File: config.mk
export PLATFORM = sky130hd
export DESIGN_NAME = rega_controller
export DESIGN_NICKNAME = d
export VERILOG_FILES = /design/src/rtl/rega_controller.sv
export SDC_FILE = /design/constraint.sdc
export NUM_CORES = 1
export LEC_CHECK = 0
export CAP_MARGIN = 0
export CELL_PAD_IN_SITES_DETAIL_PLACEMENT = 0
export CELL_PAD_IN_SITES_GLOBAL_PLACEMENT = 2
export CORE_ASPECT_RATIO = 1.5
export CORE_MARGIN = 10
export CORE_UTILIZATION = 33
export CTS_CLUSTER_DIAMETER = 120
export CTS_CLUSTER_SIZE = 20
export DETAILED_ROUTE_END_ITERATION = 7
export GPL_TIMING_DRIVEN = 0
export PLACE_DENSITY = 0.73
export SETUP_SLACK_MARGIN = 0.1
export SLEW_MARGIN = 0
export SYNTH_ARGS = -nofsm -noshare
export SYNTH_HDL_FRONTEND = slang
export SYNTH_SLANG_ARGS = --single-unit
File: constraint.sdc
create_clock -name clk -period 2.95 [get_ports clk]
set_input_delay 0.7375 -clock clk [delete_from_list [all_inputs] [get_ports clk]]
set_output_delay 0.7375 -clock clk [all_outputs]
set_load 0.01 [all_outputs]
File: src/rtl/rega_controller.sv
// Irrigation sequencing FSM: fills the tank, waters the soil, rests, and latches faults.
// Optional manual sessions are enabled with `define REGA_MANUAL_OVERRIDE_EN.
module rega_controller #(
  parameter int TIMER_W      = 16,
  parameter int WATER_CYCLES = 1000,
  parameter int FILL_TIMEOUT = 4000,
  parameter int REST_CYCLES  = 500
) (
  input  logic       clk,
  input  logic       clear,
  input  logic       enable,
  input  logic       soil_dry,
  input  logic       tank_empty,
  input  logic       tank_full,
  input  logic       fault_ack,
`ifdef REGA_MANUAL_OVERRIDE_EN
  input  logic       manual_req,
`endif
  output logic       pump_on,
  output logic       valve_on,
  output logic       alarm,
  output logic [2:0] state,
  output logic [7:0] sessions
);

  typedef enum logic [2:0] {
    S_IDLE  = 3'd0,
    S_FILL  = 3'd1,
    S_WATER = 3'd2,
    S_REST  = 3'd3,
    S_FAULT = 3'd4
  } state_t;

  localparam logic [TIMER_W-1:0] WATER_LAST = TIMER_W'(WATER_CYCLES - 1);
  localparam logic [TIMER_W-1:0] FILL_LAST  = TIMER_W'(FILL_TIMEOUT - 1);
  localparam logic [TIMER_W-1:0] REST_LAST  = TIMER_W'(REST_CYCLES - 1);

  state_t               state_q;
  state_t               next_state;
  logic [TIMER_W-1:0]   timer_q;
  logic [7:0]           sessions_q;
  logic                 conflict;
  logic                 active;
  logic                 run_ok;
  logic                 dry_ok;
  logic                 start;
  logic                 manual_start;
  logic                 manual_q;

  assign conflict = tank_empty & tank_full;
  assign active   = (state_q == S_FILL) | (state_q == S_WATER) | (state_q == S_REST);

`ifdef REGA_MANUAL_OVERRIDE_EN
  // A manual session keeps running regardless of enable and soil moisture.
  assign run_ok       = enable | manual_q;
  assign dry_ok       = soil_dry | manual_q;
  assign manual_start = manual_req;
`else
  assign run_ok       = enable;
  assign dry_ok       = soil_dry;
  assign manual_start = 1'b0;
`endif
  assign start = (enable & soil_dry) | manual_start;

  always_comb begin
    next_state = state_q;
    if (conflict) begin
      next_state = S_FAULT;
    end else if (active && !run_ok) begin
      next_state = S_IDLE;
    end else begin
      case (state_q)
        S_IDLE:  if (start) next_state = tank_empty ? S_FILL : S_WATER;
        S_FILL: begin
          if (tank_full)                 next_state = S_WATER;
          else if (timer_q == FILL_LAST) next_state = S_FAULT;
        end
        S_WATER: begin
          if (tank_empty)                 next_state = S_FILL;
          else if (!dry_ok)               next_state = S_REST;
          else if (timer_q == WATER_LAST) next_state = S_REST;
        end
        S_REST:  if (timer_q == REST_LAST) next_state = S_IDLE;
        S_FAULT: if (fault_ack) next_state = S_IDLE;
        default: next_state = S_FAULT;
      endcase
    end
  end

  always_ff @(posedge clk or posedge clear) begin
    if (clear) begin
      state_q    <= S_IDLE;
      timer_q    <= '0;
      sessions_q <= '0;
      manual_q   <= 1'b0;
    end else begin
      state_q <= next_state;
      // The timer restarts on every state entry, so it only measures the current stay.
      if (next_state != state_q) timer_q <= '0;
      else if (active)           timer_q <= timer_q + 1'b1;
      if (state_q == S_WATER && next_state == S_REST && sessions_q != 8'hFF)
        sessions_q <= sessions_q + 8'd1;
      if (next_state == S_IDLE)
        manual_q <= 1'b0;
      else if (state_q == S_IDLE && manual_start)
        manual_q <= 1'b1;
    end
  end

  assign pump_on  = (state_q == S_FILL);
  assign valve_on = (state_q == S_WATER);
  assign alarm    = (state_q == S_FAULT);
  assign state    = state_q;
  assign sessions = sessions_q;

endmodule

# After elaboration in Yosys (flattened, before gate mapping)
# Cells that the tools add are included.
[classes]
add_sub_neg = 2
eq_ne = 10
mux = 14
bitwise_logic = 4
reduce_logical = 6
[op_table]
columns = ["op", "count"]
rows = [
  ["$mux 16", 2],
  ["$mux 3", 10],
  ["$add 16x1->16 const B", 1],
  ["$eq 16x10->1 const B", 1],
  ["$eq 16x12->1 const B", 1],
  ["$eq 16x9->1 const B", 1],
  ["$pmux 3 s5", 1],
  ["$eq 3x2->1 const B", 3],
  ["$add 8x1->8 const B", 1],
  ["$ne 8x8->1 const B", 1],
  ["$eq 3x1->1 const B", 1],
  ["$eq 3x3->1 const B", 1],
  ["$logic_and 1x1->1", 3],
  ["$logic_not 3->1", 1],
  ["$ne 3x3->1", 1],
  ["$and 1x1->1", 2],
  ["$mux 2", 1],
  ["$or 1x1->1", 2],
  ["$reduce_bool 2->1", 1],
  ["$logic_not 1->1", 1],
]
[word_totals]
register_bits = 27
input_bits = 7
out_inout_bits = 14
word_cells = 39

# Depth between registers and ports, before layout
[logic_depth]
ltp_word = 10
mapped_depth = 8

# Worst setup path before layout
# OpenSTA, ideal clock, no wires.
[synth_path]
kind = "reg-to-reg"
start = "register timer_q[12]"
end = "register sessions_q[1], in the netlist sessions[1]"
setup_time_ns = 0.125
t_arrival_ns = 2.148
slack_ns = 0.677
stages_incl_launch_ff = 6
n_path_buf = 0
cell_sequence = "dfrtp_1 or4_4 nor4_1 and2b_4 o311ai_4 mux2_4"
[synth_between]
elab_chain_cells = 10
[synth_lines]
columns = ["item", "line", "rtl"]
rows = [
  ["start, declared", "40", "logic [TIMER_W-1:0] timer_q;"],
  ["start signal, assigned", "100", "else if (active) timer_q <= timer_q + 1'b1;"],
  ["$eq 16x10->1", "81", "else if (timer_q == WATER_LAST) next_state = S_REST;"],
  ["$mux 3", "81", ""],
  ["$mux 3", "80", "else if (!dry_ok) next_state = S_REST;"],
  ["$mux 3", "79", "if (tank_empty) next_state = S_FILL;"],
  ["$pmux 3 s5 (*)", "72", "case (state_q)"],
  ["$mux 3 (*)", "69", "end else if (active && !run_ok) begin"],
  ["$mux 3 (*)", "67", "if (conflict) begin"],
  ["$eq 3x2->1 (*)", "101", "if (state_q == S_WATER && next_state == S_REST && sessions_q != 8'hFF)"],
  ["$logic_and 1x1->1 (*) (2 in series)", "101", ""],
  ["end signal, assigned", "102", "sessions_q <= sessions_q + 8'd1;"],
  ["end, declared", "41", "logic [7:0] sessions_q;"],
]
# Every way passes the cells marked *; elsewhere a longest branch is shown, timed or not.
# A chain may end at the register's enable or synchronous reset.

# Final worst setup path
[layout_path]
start = "register state_q[0], in the netlist state[0]"
end = "output alarm"
[layout_between]
elab_chain_cells = 1
[layout_lines]
columns = ["item", "line", "rtl"]
rows = [
  ["start, declared", "38", "state_t state_q;"],
  ["start signal, assigned", "97", "state_q <= next_state;"],
  ["$eq 3x3->1", "112", "assign alarm = (state_q == S_FAULT);"],
  ["end, declared", "21", "output logic alarm,"],
]
# Every way passes these cells.

==> results summary <==
The run finished with clean final reports. Setup total negative slack on the finished layout was measured at 0 ps. Setup violations remaining at the end of the flow were counted as 0.

The maximum vdd drop came out at 0.198 mV. The placeable core region is 4500 um^2. The class of the most critical setup path is flop to output pin. The top cell type by area accounts for 44.4% of the synthesized area. The number of sinks on the clock net came out at 27.

The critical path starts at state[0]. The count of standard-cell rows is 30. The half-perimeter wire length of the detailed placement result is 2710 um. TritonCTS created 3 clock buffers. The delay of the slowest cell on the worst path came out at 530 ps. The final antenna-violating net count is 0. The number of fillers in the final layout is 480. The x dimension of the die is 75.5 um. The largest clock skew in the final design is 2.66 ps.

The startpoint of the worst register-to-register path is timer_q[12]. The maximum count of clock buffers along a single path is 2. The first detailed-routing pass ran for 4 iterations. After detailed routing, the total wire length is 3590 um. The cell type contributing the most total cell area after synthesis is sky130_fd_sc_hd__dfrtp_1. STA classifies the critical path startpoint as a flop. The most common cell in the synthesized netlist is sky130_fd_sc_hd__dfrtp_1.

The synthesized netlist cell count came out at 162. The post-CTS clock slew at the launch and capture registers of the worst setup and hold paths came out at 100 ps. The post-route non-filler standard cell count came out at 234. The static leakage power came out at 0.748 nW. The net total in the final layout is 196. The root buffer cell chosen for the clock tree is sky130_fd_sc_hd__clkbuf_8. The total area of multi-input combinational cells is 815 um^2. The number of global-route vias before repair is 1261. The number of nets in the synthesized netlist is 171. Ranked by instance count, the synthesized netlist is headed by sky130_fd_sc_hd__dfrtp_1, sky130_fd_sc_hd__nor2_1, sky130_fd_sc_hd__nand2_1.

The final number of hold-violating endpoints is 0. Data on the critical path is required at its endpoint by 2210 ps. The final antenna diode count is 0. Walking the worst path, the cells encountered are clkbuf_1, nor2_1, and2_1, clkdlybuf4s50_1.

The max-slew violation total from the final report came out at 0. The cell area power density is 386 nW/um^2. The vertical die dimension came out at 103 um. The wire length of the first global-routing pass came out at 5920 um. Sorting the synthesized cells by area gives the leading types as sky130_fd_sc_hd__dfrtp_1, sky130_fd_sc_hd__xor2_1, sky130_fd_sc_hd__nor2_1. The average wire per standard cell is 15.4 um. The global placer's final weighted congestion came out at 0.770. The clock latency on the worst-skew pair is 270 ps.

The area of all sequential standard cells is 676 um^2. The total number of yosys warnings is 0. The worst slack after detailed placement came out at 21.1 ps. The sequential-to-total area share from yosys stat came out at 44.4%. For this design, the slowest cell found on the critical path is sky130_fd_sc_hd__clkdlybuf4s50_1.

After layout, the worst setup slack is 252 ps. The number of primary I/O pins came out at 21. The global-route usage over all layers is 9.55%. Across the run, the number of max-cap violations was 0. The number of flip-flops and latches in the synthesized netlist is 27. The final global-route overflow total is 0. In this run, placement finished with an instance count of 230. Setup repair after global routing left no endpoint under its margin. Averaged over all synthesized cells, the footprint is 9.40 um^2. Entering global routing, the biggest net connects 28 pins. TritonCTS built the clock tree. The summed instance area of the synthesized netlist is 1520 um^2. Along the worst path, the maximum fanout reaches 10.

The total length of routed met3 wires is 151 um. The ratio of final minimum period to clock period is 91.5%. Using the TritonRoute via totals, the vias-per-cell ratio works out to 5.35. Cells with a size suffix above 1 make up 8.06% of the layout. In the routed design, unresolved DRC markers number 0.

The count of unique library cells instantiated by Yosys came out at 40. The slew at the pin closest to its max-slew limit is 1010 ps. STA puts the critical path data arrival time at 1960 ps.

The most used flip-flop cell after synthesis is sky130_fd_sc_hd__dfrtp_1. The number of design-rule violations left by the first detailed-router iteration came out at 97. The routed design could run at a clock period as short as 2700 ps.

After synthesis, the share of flip-flops with an asynchronous set or reset is 100%. The detailed-route via count is 1251. For this run, the top clock speed supported by timing is 371 MHz. The path type of the worst min-delay path is flop to flop. Buffers placed on the I/O ports in this run total 20. The detailed-routing wirelength on met1 came out at 1520 um.

The count of H-tree levels built during CTS is 1. The initial utilization of the core area, before any placement, comes to 33.8%. The number of flops mapped to enable cells by yosys came out at 0. The die covers 7790 um^2. The uppermost metal layer occupied by signal nets is met4. The endpoint kind of the worst setup timing path is an output pin. The startpoint identified for the worst hold timing path is sessions[6]. The synthesis-to-layout area growth is 20.8%.

The design draws 0.710 mW. The number of antenna violations at the first check in global routing is 0. The routed length on met2 came out at 1890 um.

The headroom to the max-slew limit came out at 32.4%.
routing by layer:
layer / global-route usage (%) / vias to the layer above
met5: 0 / -
met4: 3.01 / 0
met3: 1.81 / 4
met2: 17.0 / 22
met1: 11.0 / 611
li1: - / 614
cells by family after synthesis:
group | Yosys count | share of synthesized area (%)
simple gates | 82 | 28.1
flops | 27 | 44.4
buf+inv | 10 | 2.55
fa+ha+maj | 2 | 1.64
compound gates | 17 | 9.04
xor+xnor | 22 | 12.7
mux | 2 | 1.64
power breakdown:
part           leakage, nW  total [mW]  switching, mW  internal (mW)
clock network       0.0217       0.217          0.121         0.0960
logic                0.357       0.112         0.0661         0.0457
registers            0.369       0.381        0.00551          0.376
total                0.748       0.710          0.192          0.518
cell type report:
type / instances / area share, %
Sequential cell: 27 / 36.7
Inverter: 6 / 1.22
Buffer: 4 / 0.952
Clock buffer: 3 / 2.24
Tap cell: 48 / 3.27
Clock inverter: 1 / 0.408
Timing Repair Buffer: 20 / 10.9
Multi-Input combinational cell: 125 / 44.3
per-stage QoR:
step | hold WS (ps) | cell area, um^2 | utilization, %
finish | 505 | 1840 | 40.8
global route | 527 | 1840 | 40.8
CTS | 512 | 1830 | 40.7
detailed placement | 498 | 1780 | 39.6
global placement | 485 | 1780 | 39.6
floorplan | 506 | 1520 | -
flip-flops by register name (all words and copies together), names as in the netlist:
register	count
sessions	8
timer_q	16
state	3
worst paths after layout:
check | end | slack, ps | depth (start not counted)
max | alarm | 250 | 4
min | sessions[6] | 510 | 1
max reg2reg | sessions[1] | 390 | 5
min reg2reg | sessions[6] | 510 | 1
max in group asynchronous | timer_q[4] | 1340 | 2
min in group asynchronous | sessions[1] | 990 | 2
cell usage in the layout (no fill, tap or decap), drive strengths merged, types with 2 or more instances in the layout:
cell type | Yosys | routed
a21oi | 4 | 4
clkbuf | 3 | 6
clkdlybuf4s50 | 0 | 20
dfrtp | 27 | 27
ha | 2 | 2
inv | 6 | 6
nand2 | 14 | 14
nand3 | 9 | 9
nand3b | 3 | 3
nand4 | 7 | 7
nor2 | 24 | 24
nor2b | 4 | 4
nor3 | 6 | 6
nor3b | 2 | 2
nor4 | 3 | 3
o21ai | 3 | 3
o311ai | 2 | 2
xnor2 | 9 | 9
xor2 | 13 | 13
critical path: cells and delay by family (launching register included):
kind                   cells  cell delay [ps]
buffers and inverters      2              760
and+or+nand+nor            2              530
DFF                        1              400
repair_timing:
item,in CTS,in global routing
hold buffers,0,0
resized for setup,0,3
buffers inserted,0,0
setup endpoints to repair,0,11
hold endpoints to repair,0,0
Note: power is estimated with default switching activity, not from simulation.
==> edit, RTL diff (same settings) <==
The option `REGA_MANUAL_OVERRIDE_EN` is turned on by a define.
--- a/src/rtl/rega_controller.sv
+++ b/src/rtl/rega_controller.sv
@@ -1,5 +1,7 @@
 // Irrigation sequencing FSM: fills the tank, waters the soil, rests, and latches faults.
 // Optional manual sessions are enabled with `define REGA_MANUAL_OVERRIDE_EN.
+`define REGA_MANUAL_OVERRIDE_EN
+
 module rega_controller #(
   parameter int TIMER_W      = 16,
   parameter int WATER_CYCLES = 1000,
Interface: changed (added manual_req); port bits go from 21 to 22. No check against the original RTL was run, so the function may have changed too.
==> edit against the unedited design <==
  * Final cell count increased by 17%
  * Highest routed layer unchanged
  * Non-clock buffer count rose by 9
  * Largest cell class unchanged
  * Global-route usage rose by 0.84 points
  * Hold slack better by 0.0017 ns
  * Die area up 12%
  * Maximum frequency decreased by 1.7%
  * Setup slack worse by 0.048 ns
  * Area after synthesis is 15% higher
  * Sequential cell count grew 1
  * Design area rose by 17%
  * Critical path depth increased by 4
  * Wire length grew 22%
  * First-iteration DRC count is 7.2% higher
Power is not compared: it rests on default switching activity, and its combinational part moved more than twofold at a synthesized area within 25%.
==> edit: results (changes against the unedited design) <==
Post-layout nets: 217 (+11%)
Synth warn: 0 (unchanged)
Hpwl dp: 3.32 mm (+23%)
Clock transition at path regs: 0.10 ns (about the same)
Reg with most FFs: timer_q
IO Port Bufs: 21 (+5.0%)
Status: finished, final reports clean
Seq/Total Area, Yosys: 0.400 (-0.0440)
Final setup skew: 0.00234 ns (-0.000320 ns)
Count of cell types in the netlist: 46 (+15%)
Final GP Congestion: 0.794 (+3.1%)
Slew @ Worst Pin: 1.09 ns (+0.0782 ns)
Drt via density: 5.44 (+1.8%)
Vias in the first global route: 1503 (+19%)
Routed WL per cell: 16.0 µm (+4.2%)
Fill cells: 506 (+5.4%)
Syn nets: 188 (+9.9%)
WP data arrival: 2.92 ns (+0.96 ns)
CTS buffer count: 3 (unchanged)
Layout cells sized above 1: 0.165 (+0.0844)
Root Driver: clkbuf_8
Synth area leaders: dfrtp_1 (40%), xor2_1 (7.0%), nor3_2 (5.7%)
First-pass GRT wire length: 7.40 mm (+25%)
Largest fanout on the critical path: 7 (-3)
DR iter-0 viols: 104 (+7.2%)
CP top delay family: buffers and inverters
Most common cell in the netlist: dfrtp_1
Synth top cells by count: dfrtp_1 (28), nor2_1 (14), xor2_1 (14), nor3_2 (10)
Pre-Repair DR Iteration Count: 4 (unchanged)
GRT Resource Usage Total: 0.104 (+0.00840)
N_diodes: 0 (unchanged)
Antenna violations before repair: 0 (unchanged)
Clk_lat worst skew: 0.28 ns
Max rail drop VDD: 248 µV
Slowest stage delay, CP: 0.51 ns (-0.02 ns)
Pin count of the biggest net entering global routing: 29 (+3.6%)
Clock Tree Buf Depth: 2 (unchanged)
Hold crit path type: register to register
Htree depth: 1 (unchanged)
[edit: changes by cell type after synthesis, sizes merged, moves of 4 or more]
cell   delta
nor2b     -4
nand2     -6
nor2      -8
nor3     +13
and3      +4
or4       +4
[edit: kinds of logic after synthesis]
family,share of synthesized area
flops,0.400
simple gates,0.340
compound gates,0.0864
fa+ha+maj,0.0143
mux,0.0143
xor+xnor,0.110
buf+inv,0.0357
[edit: metal layers]
metal | routed length, µm | vias to the layer above | track usage
met5 | 0 | - | 0
met4 | 83 | 0 | 0.0450
met3 | 182 | 7 | 0.0140
met2 | 2320 | 41 | 0.187
met1 | 1790 | 746 | 0.118
li1 | - | 697 | -
[edit: final timing paths]
kind / from / endpoint / slack (ns) / cells after the start
worst max-delay path: soil_dry / sessions[1] / 0.20 / 8
worst min-delay path: sessions[7] / sessions[7] / 0.51 / 1
worst max register to register: timer_q[15] / sessions[1] / 0.22 / 7
worst min register to register: sessions[7] / sessions[7] / 0.51 / 1
max in group asynchronous: clear / timer_q[11] / 1.27 / 2
min in group asynchronous: clear / sessions[0] / 1.02 / 2
[edit: what timing repair did]
item / CTS / global route
endpoints found under the setup margin: 0 / 19
buffers inserted: 0 / 3
resized for setup: 0 / 10
[edit: power by group]
| part | internal, W | switching [W] | total, W |
|---|---|---|---|
| Combinational | 0.000159 | 0.000234 | 0.000393 |
| Clock | 0.000120 | 0.000124 | 0.000244 |
| Sequential | 0.000413 | 0.0000334 | 0.000446 |
| Total | 0.000692 | 0.000392 | 0.00108 |
[edit: final cells by class]
class                      count  area (µm²)  share of cell area
multi-input combinational    136        1020               0.472
tap                           68        85.1              0.0394
sequential                    28         701               0.324
timing repair buffer          24         235               0.109
buffer                         9        45.0              0.0209
inverter                       5        18.8             0.00869
clock buffer                   4        55.1              0.0255
[edit: per-stage QoR]
step,hold WS (ns),setup WS [ns],instance area [µm²],std cells
final,0.507,0.204,2160,274
after global placement,0.484,-0.199,2050,267
after global routing,0.550,0.0914,2160,274
after detailed placement,0.492,-0.193,2050,267
after floorplan,0.521,0.424,1750,178
after CTS,0.512,0.106,2100,271
